File: src/rtl/maple_frame_rx_pkg.sv
// Maple frame receiver shared definitions.
// FSM encodings, header byte indices and counter width.
package maple_frame_rx_pkg;

    localparam logic [2:0] ST_IDLE     = 3'd0;
    localparam logic [2:0] ST_HEADER   = 3'd1;
    localparam logic [2:0] ST_PAYLOAD  = 3'd2;
    localparam logic [2:0] ST_CHECKSUM = 3'd3;
    localparam logic [2:0] ST_EXTRA    = 3'd4;

    localparam logic [1:0] HDR_LEN = 2'd0;
    localparam logic [1:0] HDR_SRC = 2'd1;
    localparam logic [1:0] HDR_DST = 2'd2;
    localparam logic [1:0] HDR_CMD = 2'd3;

    localparam int MAPLE_CNT_W = 11;

endpackage

File: src/rtl/maple_edge_det.sv
// Rising-edge detector on a registered copy of a level.
// A level already high when reset releases is not reported as an edge.
module maple_edge_det (
    input  logic clk,
    input  logic rst_n,
    input  logic d,
    output logic edge_o
);

    logic d_q;
    logic armed_q;

    // Track previous level; arm one cycle after reset release
    always_ff @(posedge clk or negedge rst_n) begin
        if (!rst_n) begin
            d_q     <= 1'b0;
            armed_q <= 1'b0;
        end else begin
            d_q     <= d;
            armed_q <= 1'b1;
        end
    end

    assign edge_o = armed_q & d & ~d_q;

endmodule

File: src/rtl/maple_frame_rx.sv
// Inline Maple frame parser: 1-cycle byte pass-through plus
// header capture, payload length and XOR checksum checking.
module maple_frame_rx
    import maple_frame_rx_pkg::*;
#(
    parameter int MAX_WORDS = 255
) (
    input  logic       clk,
    input  logic       rst,
    input  logic       clear,
    input  logic       start_det,
    input  logic       end_det,
    input  logic [7:0] in_data,
    input  logic       in_strobe,
    output logic [7:0] out_data,
    output logic       out_strobe,
    output logic [7:0] hdr_len,
    output logic [7:0] hdr_src,
    output logic [7:0] hdr_dst,
    output logic [7:0] hdr_cmd,
    output logic       busy,
    output logic       done,
    output logic       frame_ok,
    output logic       len_err,
    output logic       csum_err
);

    logic start_edge;
    logic end_edge;

    maple_edge_det u_start_edge (
        .clk   (clk),
        .rst_n (rst),
        .d     (start_det),
        .edge_o(start_edge)
    );

    maple_edge_det u_end_edge (
        .clk   (clk),
        .rst_n (rst),
        .d     (end_det),
        .edge_o(end_edge)
    );

    logic [2:0]             state_q,    state_d;
    logic [MAPLE_CNT_W-1:0] cnt_q,      cnt_d;
    logic [7:0]             xor_q,      xor_d;
    logic [7:0]             hdr_len_q,  hdr_len_d;
    logic [7:0]             hdr_src_q,  hdr_src_d;
    logic [7:0]             hdr_dst_q,  hdr_dst_d;
    logic [7:0]             hdr_cmd_q,  hdr_cmd_d;
    logic                   done_q,     done_d;
    logic                   ok_q,       ok_d;
    logic                   len_err_q,  len_err_d;
    logic                   csum_err_q, csum_err_d;
    logic [7:0]             out_data_q;
    logic                   out_strobe_q;

    logic [MAPLE_CNT_W-1:0] last_pl_idx;
    logic                   over_len;

    assign last_pl_idx = {1'b0, hdr_len_q, 2'b11};
    assign over_len    = {24'd0, in_data} > 32'(MAX_WORDS);

    // Parser next-state: byte handling first, then end edge
    always_comb begin
        state_d    = state_q;
        cnt_d      = cnt_q;
        xor_d      = xor_q;
        hdr_len_d  = hdr_len_q;
        hdr_src_d  = hdr_src_q;
        hdr_dst_d  = hdr_dst_q;
        hdr_cmd_d  = hdr_cmd_q;
        done_d     = 1'b0;
        ok_d       = ok_q;
        len_err_d  = len_err_q;
        csum_err_d = csum_err_q;
        if (clear || start_edge) begin
            state_d    = clear ? ST_IDLE : ST_HEADER;
            cnt_d      = '0;
            xor_d      = '0;
            hdr_len_d  = '0;
            hdr_src_d  = '0;
            hdr_dst_d  = '0;
            hdr_cmd_d  = '0;
            ok_d       = 1'b0;
            len_err_d  = 1'b0;
            csum_err_d = 1'b0;
        end else begin
            if (in_strobe) begin
                case (state_q)
                    ST_HEADER: begin
                        xor_d = xor_q ^ in_data;
                        cnt_d = cnt_q + 1'b1;
                        case (cnt_q[1:0])
                            HDR_LEN: begin
                                hdr_len_d = in_data;
                                if (over_len) len_err_d = 1'b1;
                            end
                            HDR_SRC: hdr_src_d = in_data;
                            HDR_DST: hdr_dst_d = in_data;
                            default: hdr_cmd_d = in_data;
                        endcase
                        if (cnt_q[1:0] == HDR_CMD)
                            state_d = (hdr_len_q == 8'd0) ? ST_CHECKSUM
                                                          : ST_PAYLOAD;
                    end
                    ST_PAYLOAD: begin
                        xor_d = xor_q ^ in_data;
                        cnt_d = cnt_q + 1'b1;
                        if (cnt_q == last_pl_idx) state_d = ST_CHECKSUM;
                    end
                    ST_CHECKSUM: begin
                        cnt_d = cnt_q + 1'b1;
                        if (in_data != xor_q) csum_err_d = 1'b1;
                        state_d = ST_EXTRA;
                    end
                    ST_EXTRA: len_err_d = 1'b1;
                    default: ;
                endcase
            end
            if (end_edge && state_q != ST_IDLE) begin
                if (state_d != ST_EXTRA) len_err_d = 1'b1;
                done_d  = 1'b1;
                ok_d    = !len_err_d && !csum_err_d;
                state_d = ST_IDLE;
            end
        end
    end

    // Parser state and status registers
    always_ff @(posedge clk or negedge rst) begin
        if (!rst) begin
            state_q    <= ST_IDLE;
            cnt_q      <= '0;
            xor_q      <= '0;
            hdr_len_q  <= '0;
            hdr_src_q  <= '0;
            hdr_dst_q  <= '0;
            hdr_cmd_q  <= '0;
            done_q     <= 1'b0;
            ok_q       <= 1'b0;
            len_err_q  <= 1'b0;
            csum_err_q <= 1'b0;
        end else begin
            state_q    <= state_d;
            cnt_q      <= cnt_d;
            xor_q      <= xor_d;
            hdr_len_q  <= hdr_len_d;
            hdr_src_q  <= hdr_src_d;
            hdr_dst_q  <= hdr_dst_d;
            hdr_cmd_q  <= hdr_cmd_d;
            done_q     <= done_d;
            ok_q       <= ok_d;
            len_err_q  <= len_err_d;
            csum_err_q <= csum_err_d;
        end
    end

    // One-cycle byte pass-through toward the read FIFO
    always_ff @(posedge clk or negedge rst) begin
        if (!rst) begin
            out_data_q   <= '0;
            out_strobe_q <= 1'b0;
        end else begin
            out_data_q   <= in_data;
            out_strobe_q <= in_strobe;
        end
    end

    assign out_data   = out_data_q;
    assign out_strobe = out_strobe_q;
    assign hdr_len    = hdr_len_q;
    assign hdr_src    = hdr_src_q;
    assign hdr_dst    = hdr_dst_q;
    assign hdr_cmd    = hdr_cmd_q;
    assign busy       = (state_q != ST_IDLE);
    assign done       = done_q;
    assign frame_ok   = ok_q;
    assign len_err    = len_err_q;
    assign csum_err   = csum_err_q;

endmodule

File: config.mk
export PLATFORM = sky130hd
export DESIGN_NAME = maple_frame_rx
export DESIGN_NICKNAME = d
export VERILOG_FILES = /design/src/rtl/maple_frame_rx_pkg.sv /design/src/rtl/maple_edge_det.sv /design/src/rtl/maple_frame_rx.sv
export SDC_FILE = /design/constraint.sdc
export NUM_CORES = 1
export LEC_CHECK = 0
export CAP_MARGIN = 20
export CORE_MARGIN = 2
export CORE_UTILIZATION = 54
export CTS_BUF_LIST = sky130_fd_sc_hd__clkbuf_8
export DETAILED_ROUTE_END_ITERATION = 10
export GPL_TIMING_DRIVEN = 0
export HOLD_SLACK_MARGIN = 0.03
export PLACE_DENSITY = 0.82
export SLEW_MARGIN = 20
export SYNTH_ARGS = -nofsm -noshare
export SYNTH_HDL_FRONTEND = slang
export SYNTH_SLANG_ARGS = --single-unit
export TNS_END_PERCENT = 10
File: constraint.sdc
create_clock -name clk -period 2.1 [get_ports clk]
set_input_delay 0.42 -clock clk [delete_from_list [all_inputs] [get_ports clk]]
set_output_delay 0.42 -clock clk [all_outputs]
set_load 0.1 [all_outputs]
=== Word-level counts from Yosys, hierarchy flattened ===
Cells that the tools add are included.

* Register bits after elaboration: 70
* Bits in latches: 0
* RAM bits: 0
* ROM bits: 0
* Bits of input ports: 14
* Word-level logic and storage cells: 107
* Memories: 0

* Add/subtract/negate cells: 1
* Multipliers: 0
* Div/mod/pow operators: 0
* Magnitude comparators: 0
* Eq/ne operators: 11
* Shift-type cells: 0
* Muxes and demuxes: 47
* Bitwise operators: 7
* Reductions and logical operators: 25

{| class="wikitable"
|+ Operator list
! cell !! number
|-
| $mux 8 || 19
|-
| $mux 11 || 3
|-
| $mux 1 || 18
|-
| $mux 3 || 6
|-
| $reduce_bool 2->1 || 8
|-
| $reduce_and 3->1 || 4
|-
| $add 11x1->11 const B || 1
|-
| $eq 11x10->1 || 1
|-
| $pmux 3 s3 || 1
|-
| $logic_not 8->1 || 1
|-
| $ne 8x8->1 || 1
|-
| $xor 8x8->8 || 1
|-
| $eq 3x2->1 const B || 2
|-
| $reduce_or 3->1 || 2
|-
| $and 1x1->1 || 4
|-
| $eq 2x2->1 const B || 2
|-
| $reduce_and 2->1 || 2
|-
| $eq 3x1->1 const B || 1
|-
| $eq 3x3->1 const B || 1
|-
| $ne 3x3->1 const B || 1
|-
| $reduce_bool 3->1 || 1
|-
| $eq 2x1->1 const B || 1
|-
| $logic_and 1x1->1 || 2
|-
| $logic_not 1->1 || 2
|-
| 5 further kinds || 6
|}

=== Longest topological paths before layout ===
Gate-level depths: netlist of the first run.

* Word-level depth: 14
* Gate-level depth with buffers: 6
* Gate-level depth less buffers: 5

=== Modules after synthesis ===
From an unflattened synthesis of the first run, not the netlist that was laid out.

* Cell total of the unflattened synthesis: 305
* Area total of the unflattened synthesis: 3116.7 um2

{| class="wikitable"
|+ Modules (own cells, without submodules)
! module !! instances !! cells each !! area an instance (um2)
|-
| maple_frame_rx || 1 || 297 || 2991.6
|-
| maple_edge_det || 2 || 4 || 62.6
|}

=== Worst setup path before layout of the first run ===
OpenSTA, ideal clock, no wires.

* Path kind: reg-to-reg
* Start point: reg state_q[1]
* End point: reg ok_q, in the netlist frame_ok
* Setup time: 0.078 ns
* Arrival: 1.785 ns
* Data required time: 2.022 ns
* Slack: 0.238 ns
* Stages on the path, launching flop included: 6
* Cell sequence: dfrtp_1 -> buf_2 -> or3_1 -> nand2_1 -> nor4_1 -> o2bb2ai_1

* Elaborated cells between the ends (all ways): 26
* Classes of those cells: eq/ne: 5; mux: 15; reduce/logical: 6

{| class="wikitable"
|+ RTL lines
! element !! line !! source
|-
| from (decl) || maple_frame_rx.sv:45 || <nowiki>logic [2:0] state_q, state_d;</nowiki>
|-
| from (signal assigned) || maple_frame_rx.sv:146 || <nowiki>state_q <= state_d;</nowiki>
|-
| $reduce_bool 3->1 || -- ||
|-
| via busy || maple_frame_rx.sv:21 || <nowiki>output logic busy,</nowiki>
|-
| $logic_and 1x1->1 || maple_frame_rx.sv:122 || <nowiki>if (end_edge && state_q != ST_IDLE) begin</nowiki>
|-
| $reduce_bool 2->1 (no source line) || -- ||
|-
| to (signal assigned) || maple_frame_rx.sv:154 || <nowiki>ok_q <= ok_d;</nowiki>
|-
| to (decl) || maple_frame_rx.sv:53 || <nowiki>logic ok_q, ok_d;</nowiki>
|}

The timed path passes the listed nets, and every way through them passes these cells. The select of a mux whose other input is x is not followed.
A chain may end at the register's enable or synchronous reset.

=== Worst setup path in the final report of the first run ===
* Start point: reg hdr_len_q[6], in the netlist hdr_len[6]
* End point: out hdr_len[6]

{| class="wikitable"
|+ RTL lines
! element !! line !! source
|-
| from (decl) || maple_frame_rx.sv:48 || <nowiki>logic [7:0] hdr_len_q, hdr_len_d;</nowiki>
|-
| from (signal assigned) || maple_frame_rx.sv:149 || <nowiki>hdr_len_q <= hdr_len_d;</nowiki>
|-
| to (decl) || maple_frame_rx.sv:17 || <nowiki>output logic [7:0] hdr_len,</nowiki>
|}

No word-level cell between the ends.

==> results of run 1 <==
==> sequential cells by signal, indices dropped and copies added (netlist names) <==
signal              flops
hdr_src                 8
out_data                8
hdr_len                 8
hdr_dst                 8
cnt_q                  11
u_end_edge.armed_q      1
frame_ok                1
u_end_edge.d_q          1
hdr_cmd                 8
len_err                 1
out_strobe              1
csum_err                1
u_start_edge.d_q        1
xor_q                   8
state_q                 3
done                    1
==> final timing paths <==
path,end,slack [ns],depth (start not counted),from
setup / recovery,hdr_len[6],0.04,1,hdr_len[6]$_DFFE_PN0P_
hold / removal,u_end_edge.d_q$_DFF_PN0_,0.51,2,rst
min in group clk,hdr_dst[1]$_DFFE_PN0P_,0.52,2,hdr_dst[1]$_DFFE_PN0P_
hold reg to reg,hdr_dst[1]$_DFFE_PN0P_,0.52,2,hdr_dst[1]$_DFFE_PN0P_
setup reg to reg,cnt_q[10]$_DFFE_PN0P_,0.12,6,cnt_q[0]$_DFFE_PN0P_
max in group asynchronous,cnt_q[0]$_DFFE_PN0P_,1.06,3,rst
==> cell usage after synthesis (all sizes together), types with 4 or more instances <==
master | count | share of area, %
dfrtp | 70 | 55
a21oi | 43 | 6.8
nand2 | 42 | 5.0
nand3 | 42 | 6.7
nor2 | 20 | 2.4
xor2 | 18 | 5.0
xnor2 | 13 | 3.6
buf | 9 | 1.4
clkbuf | 8 | 0.95
nor4 | 7 | 1.4
inv | 6 | 0.71
or3 | 5 | 1.1
ha | 4 | 1.6
nand4 | 4 | 0.79
o21ai | 4 | 0.63
==> area by class of cell <==
| class | count | area, um2 | share of cell area (%) |
|---|---|---|---|
| Buffer | 17 | 76.32 | 1.884 |
| Clock buffer | 12 | 165.2 | 4.077 |
| Clock inverter | 4 | 68.82 | 1.699 |
| Inverter | 6 | 22.52 | 0.5559 |
| Multi-Input combinational cell | 228 | 1314 | 32.43 |
| Sequential cell | 70 | 1753 | 43.27 |
| Tap cell | 72 | 90.09 | 2.224 |
| Timing Repair Buffer | 61 | 561.8 | 13.87 |
==> power breakdown <==
| part | switching (mW) | leakage [nW] | total [mW] | internal [mW] |
|---|---|---|---|---|
| clock | 0.477 | 0.124 | 1.24 | 0.760 |
| sequential | 0.0112 | 0.947 | 1.38 | 1.37 |
| combinational | 0.225 | 0.841 | 0.298 | 0.0732 |
| total | 0.713 | 1.91 | 2.91 | 2.20 |
==> what timing repair did <==
action,CTS,global route
pin swaps,0,0
resized for setup,47,13
endpoints found under the setup margin,46,21
hold buffers,1,0
hold endpoints to repair,21,0
==> per-layer routing <==
layer / share of wire (%) / wire (um) / up-vias
li1: - / - / 1248
met1: 40 / 3143 / 1268
met5: 0 / 0 / -
met4: 1.7 / 131 / 0
met2: 50 / 3918 / 101
met3: 8.0 / 627 / 14
==> kinds of logic after synthesis <==
logic type / after synthesis
other cells: 1
simple gates: 138
fa+ha+maj: 4
buf+inv: 23
mux: 1
flops: 70
compound gates: 53
xor+xnor: 31
==> metrics.csv, run 1 <==
stage;metric;value;unit
floorplanning;row cnt;27;
timing;setup TNS;0;ns
timing;skew final;0.005955;ns
clocking;H-tree levels;3;
synth;Yosys reg bits;70;
power_and_ir_drop;Power Total;2.914;mW
global_routing;largest net degree at the start of global routing;50;
finish;most common cell after layout, fill and taps aside;dfrtp_1;
finish;ANT cells;0;
clocking;clk slew on worst S/H paths;0.07;ns
timing;minimum clock period;2.060;ns
placement;pre-CTS setup slack;-0.2385;ns
routing;Via density;5.598;
synth;synthesized cell area;3161;um2
synth;Seq/Total Area, Yosys;55.42;%
synth;Post-synth ARST share;100.0;%
clocking;clock tree buffer depth;2;
global_routing;first-pass GRT wire length;12870;um
synth;Synth Area in Compound Gates;8.868;%
timing;final number of setup-violating endpoints;0;
finish;Non-Filler Instances;470;
finish;Layout area overhead;28.19;%
clocking;CTS Sinks;70;
finish;most frequent cells in the layout;dfrtp_1, a21oi_1, nand2_1, nand3_1, dlygate4sd2_1;
timing;Worst-Margin Slew;0.9660;ns
synth;largest family of logic cells by synthesized area;simple AND/OR/NAND/NOR gates;
floorplanning;io pins;60;
global_routing;met1 Use GR;33.28;%
placement;post-place instance area;3866;um2
min_path;worst hold path type;input port to asynchronous set/reset pin;
routing;Via Count;2631;
routing;Routed wire per std cell;16.64;um
clocking;clock latency on the worst-skew pair;0.34;ns
clocking;TritonCTS clock tree;yes;
finish;final instance area;4051;um2
synth;Simple-Gate Fraction of Synth Area;21.97;%
worst_setup_path;startpoint types;flop;
power_and_ir_drop;PD cells;719.2;nW/um2
run_status;status;complete, no violations;
routing;antenna-violating nets left;0;
timing;pins over their slew limit;0;
clocking;TritonCTS Buffers;9;
worst_setup_path;kind of critical path;flop to output pin;
synth;Ys Warns;0;
floorplanning;die height;80.51;um
global_routing;grt total ovfl;0;
synth;Mapped Avg Cell Area;9.846;um2
worst_setup_path;CP Max Fanout;4;
placement;number of port buffers;59;
synth;post-synthesis adder-cell area fraction;1.584;%
timing;Slew headroom;35.86;%
worst_setup_path;Critical Path AT;1.64;ns
routing;DRT Pass-1 Iters;4;
finish;filler instances;441;
power_and_ir_drop;highest ir drop seen on vdd;0.5714;mV
floorplanning;core area;5574;um2
clocking;post-CTS setup buffers;0;
job;# Max-Cap Violations;0;
placement;dpl cells;453;
routing;# DRC;0;
timing;crit share post-route;98.08;%
power_and_ir_drop;P_leak;1.912;nW
global_routing;GRT Total Usage;26.83;%
global_routing;GR peak layer;met2;
timing;PnR worst setup slack;0.04023;ns
clocking;clock root cell;clkbuf_8;
global_routing;initial antenna violation count;0;
worst_setup_path;worst path required time;1.68;ns
timing;WHS;0.5071;ns
placement;hpwl dp;5354;um
synth;Post-Syn Nets;339;
finish;share of layout cells above drive strength 1;8.794;%
floorplanning;Die ar.;6481;um2
worst_setup_path;Worst path max stage delay;0.88;ns
synth;Unique masters post-synth;38;
synth;post-synthesis cell count;321;
worst_setup_path;crit path max-delay cell type;dlygate4sd2_1;
routing;Routed WL;7821;um
floorplanning;Initial Util;56.70;%
global_routing;GR met3 Demand/Resource;7.753;%
global_routing;vias in the first global route;2591;
finish;utilization after layout;72.68;%
timing;Max Fclk;485.5;MHz
synth;Synth Flop Type;dfrtp_1;
placement;RePlAce Congestion;0.8796;
synth;Synth Area in XOR/XNOR;8.591;%
worst_setup_path;WP buf/inv;1;
routing;Initial DRC Count;254;
floorplanning;die span in x;80.51;um
timing;Final Hold Vio Count;0;
synth;mux cell area share after synthesis;0.3563;%
worst_setup_path;Top delay family on crit path;buffers and inverters;
worst_setup_path;critical path capture point type;output pin;
finish;Post-layout nets;411;
synth;EDFF count, synth;0;
worst_setup_path;Cell Chain, Critical Path;dlygate4sd2_1;
global_routing;met2 Use GR;45.00;%
Power figures use the tool's default switching activity.
==> inputs of run 2 (changes only) <==
--- a/config.mk
+++ b/config.mk
@@ -5,8 +5,9 @@
 export SDC_FILE = /design/constraint.sdc
 export NUM_CORES = 1
 export LEC_CHECK = 0
+export ABC_AREA = 1
 export CAP_MARGIN = 20
-export CORE_MARGIN = 2
+export CORE_MARGIN = 4
 export CORE_UTILIZATION = 54
 export CTS_BUF_LIST = sky130_fd_sc_hd__clkbuf_8
 export DETAILED_ROUTE_END_ITERATION = 10
==> run 2 against run 1 <==
  * Combinational power grew to 3.3 times the previous value
  * Setup slack hardly changed
  * Power is 23% higher
  * Routed wire length is 2.1% higher
  * Largest cell class unchanged
==> metrics.csv, run 2 <==
stage;metric;value;unit;change
synth;most common cell in the netlist;nand2_1;;
synth;Unique masters post-synth;27;;-29%
routing;Routed wire per std cell;14.79;um;-11%
synth;Synth top area share;53.01;%;-2.4 points
global_routing;first-pass GRT wire length;13480;um;+4.8%
clocking;TritonCTS Buffers;9;;unchanged
timing;Slew headroom;33.95;%;-1.9 points
global_routing;GRT Total Usage;23.25;%;-3.6 points
power_and_ir_drop;highest ir drop seen on vdd;0.7486;mV;+31%
routing;Via Count;2769;;+5.2%
synth;Post-Syn Nets;406;;+20%
worst_setup_path;Top delay family on crit path;buffers and inverters;;
clocking;clock latency on the worst-skew pair;0.35;ns;about the same
finish;Layout area overhead;25.60;%;
power_and_ir_drop;switching share of power;38.65;%;+14 points
floorplanning;Initial Util;55.81;%;-0.89 points
power_and_ir_drop;clock power share;30.1;%;-12 points
synth;post-synthesis cell count;388;;+21%
routing;DRT Pass-1 Iters;4;;unchanged
routing;Routed WL;7985;um;+2.1%
timing;WHS;0.4757;ns;-0.03136 ns
routing;Via density;5.128;;-8.4%
clocking;TritonCTS clock tree;yes;;
synth;Seq/Total Area, Yosys;53.01;%;-2.4 points
synth;Ys Warns;0;;unchanged
floorplanning;die span in x;86.23;um;+7.1%
timing;Max Fclk;485.5;MHz;about the same
placement;post-place instance area;4006;um2;+3.6%
placement;RePlAce Congestion;0.8818;;+0.25%
synth;Yosys reg bits;70;;unchanged
power_and_ir_drop;Sw Pwr;1.384;mW;+94%
timing;Final Hold Vio Count;0;;unchanged
timing;minimum clock period;2.060;ns;-0.00002680 ns
worst_setup_path;CP Max Fanout;4;;unchanged
finish;ANT cells;0;;unchanged
min_path;Hold Crit Depth;2;;
placement;hpwl dp;5848;um;+9.2%
floorplanning;die height;86.23;um;+7.1%
finish;max reg flops;11;;unchanged
global_routing;largest net degree at the start of global routing;45;;-10%
floorplanning;row cnt;28;;+3.7%
synth;Post-synth top cells;nand2_1, dfrtp_1, inv_1;;
worst_setup_path;kind of critical path;flop to output pin;;
run_status;status;complete, no violations;;
synth;EDFF count, synth;0;;unchanged
finish;Biggest register;cnt_q;;
routing;# DRC;0;;unchanged
finish;Post-layout nets;478;;+16%
worst_setup_path;crit path max-delay cell type;dlygate4sd2_1;;
timing;skew final;0.005061;ns;-0.0008932 ns
clocking;CTS Sinks;70;;unchanged
synth;synthesized cell area;3304;um2;+4.6%
clocking;post-CTS setup buffers;0;;unchanged
clocking;clock root cell;clkbuf_8;;
finish;utilization after layout;70.10;%;-2.6 points
finish;share of layout cells above drive strength 1;11.83;%;+3.0 points
job;# Max-Cap Violations;0;;unchanged
power_and_ir_drop;PD cells;863.2;nW/um2;+20%
floorplanning;core area;5921;um2;+6.2%
synth;Synth Flop Type;dfrtp_1;;
clocking;clk slew on worst S/H paths;0.08;ns;about the same
worst_setup_path;Critical Path AT;1.64;ns;about the same
min_path;worst hold path type;flop to flop;;
power_and_ir_drop;Power Internal;2.198;mW;-0.11%
worst_setup_path;Cell Chain, Critical Path;dlygate4sd2_1;;
finish;most frequent cells in the layout;nand2_1, dfrtp_1, inv_1;;
finish;most common cell after layout, fill and taps aside;nand2_1;;
power_and_ir_drop;Logic pwr share;27.8;%;+18 points
synth;Post-synth ARST share;100.0;%;unchanged
finish;final instance area;4150;um2;+2.4%
worst_setup_path;Worst R2R Path Depth;7;;+1
worst_setup_path;critical path capture point type;output pin;;
power_and_ir_drop;P_leak;2.144;nW;+12%
routing;Initial DRC Count;229;;-9.8%
floorplanning;Die ar.;7435;um2;+15%
clocking;H-tree levels;3;;unchanged
synth;Synth area leader;dfrtp_1;;
timing;Worst-Margin Slew;0.9947;ns;+0.02870 ns
timing;crit share post-route;98.08;%;about the same
floorplanning;io pins;60;;unchanged
global_routing;initial antenna violation count;0;;unchanged
synth;top post-synthesis cells by area;dfrtp_1, nand2_1, mux2_2, inv_1, nor2_1;;
routing;antenna-violating nets left;0;;unchanged
timing;pins over their slew limit;0;;unchanged
placement;number of port buffers;59;;unchanged
worst_setup_path;startpoint types;flop;;
synth;Mapped Avg Cell Area;8.517;um2;-14%
global_routing;vias in the first global route;2837;;+9.5%
worst_setup_path;Levels on crit path;1;;unchanged
timing;setup TNS;0;ns;unchanged
worst_setup_path;WP buf/inv;1;;unchanged
timing;final number of setup-violating endpoints;0;;unchanged
clocking;clock tree buffer depth;2;;unchanged
timing;setup repair after global routing missed its margin;no;;
worst_setup_path;worst path required time;1.68;ns;about the same
worst_setup_path;Worst path max stage delay;0.88;ns;about the same
global_routing;grt total ovfl;0;;unchanged
power_and_ir_drop;Flop pwr share;42.1;%;-5.2 points
==> run 2: cell families (layout without fill, tap and decap cells) <==
family	Yosys count	after routing	share of synthesized area, %
AO/OA/AOI/OAI	31	31	4.885
XOR/XNOR	3	3	0.7953
adder cells (fa/ha/maj)	4	4	1.515
buffers and inverters	59	136	7.572
flip-flops	70	70	53.01
multiplexers	19	19	6.475
other	1	1	0.1135
AND/OR/NAND/NOR	201	201	25.63
==> run 2: power groups by stage <==
| stage | registers, mW | logic, mW | clock network (mW) |
|---|---|---|---|
| 2_1_floorplan | 2.02 | 0.261 | 0 |
| 5_1_grt | 1.52 | 1.05 | 1.16 |
| 3_3_place_gp | 1.53 | 1.03 | 0 |
| 6_report | 1.51 | 0.994 | 1.08 |
| 4_1_cts | 1.51 | 0.999 | 1.10 |
| 3_5_place_dp | 1.54 | 1.04 | 0 |
==> run 2: area by class of cell <==
cell class | instances | area, um2
Clock buffer | 9 | 123.9
Sequential cell | 70 | 1752
Buffer | 8 | 58.81
Clock inverter | 7 | 72.57
Fill cell | 483 | 1770
Tap cell | 75 | 93.84
Timing Repair Buffer | 61 | 555.5
Inverter | 51 | 191.4
Multi-Input combinational cell | 259 | 1303
==> run 2: repair_timing <==
| item | in CTS | in global routing |
|---|---|---|
| hold buffers | 1 | 0 |
| hold endpoints to repair | 26 | 0 |
| gates resized for setup | 47 | 6 |
| setup endpoints to repair | 46 | 4 |
==> run 2: metal layers <==
layer / track usage, % / share of wire (%) / wire (um)
met2: 38.54 / 48 / 3816
met4: 8.074 / 1.8 / 146
met3: 5.228 / 5.5 / 441
met1: 30.27 / 45 / 3580
met5: 0 / 0 / 0
==> run 2: worst paths after layout <==
check,from,endpoint,slack [ns]
worst max register to register,cnt_q[0]$_DFFE_PN0P_,hdr_cmd[0]$_DFFE_PN0P_,0.08
min in group asynchronous,rst,state_q[1]$_DFF_PN0_,0.53
worst min-delay path,hdr_src[2]$_DFFE_PN0P_,hdr_src[2]$_DFFE_PN0P_,0.48
max in group asynchronous,rst,hdr_src[1]$_DFFE_PN0P_,1.03
worst max-delay path,hdr_len[4]$_DFFE_PN0P_,hdr_len[4],0.04
worst min register to register,hdr_src[2]$_DFFE_PN0P_,hdr_src[2]$_DFFE_PN0P_,0.48
==> run 2: worst min-delay path, cell delays in order, from the launching register on <==
cell and delay [ns]:
dfrtp_1 0.35, nand2_1 0.05, nand2_1 0.05
==> run 2: per-stage QoR <==
stage | total power, mW | std cells | worst slack (ns)
floorplan | 2.286 | 388 | 0.1846
global placement | 2.558 | 522 | -1.759
finish | 3.582 | 540 | 0.04025
CTS | 3.607 | 540 | -0.2395
detailed placement | 2.580 | 523 | -0.1896
global route | 3.731 | 540 | 0.0002771
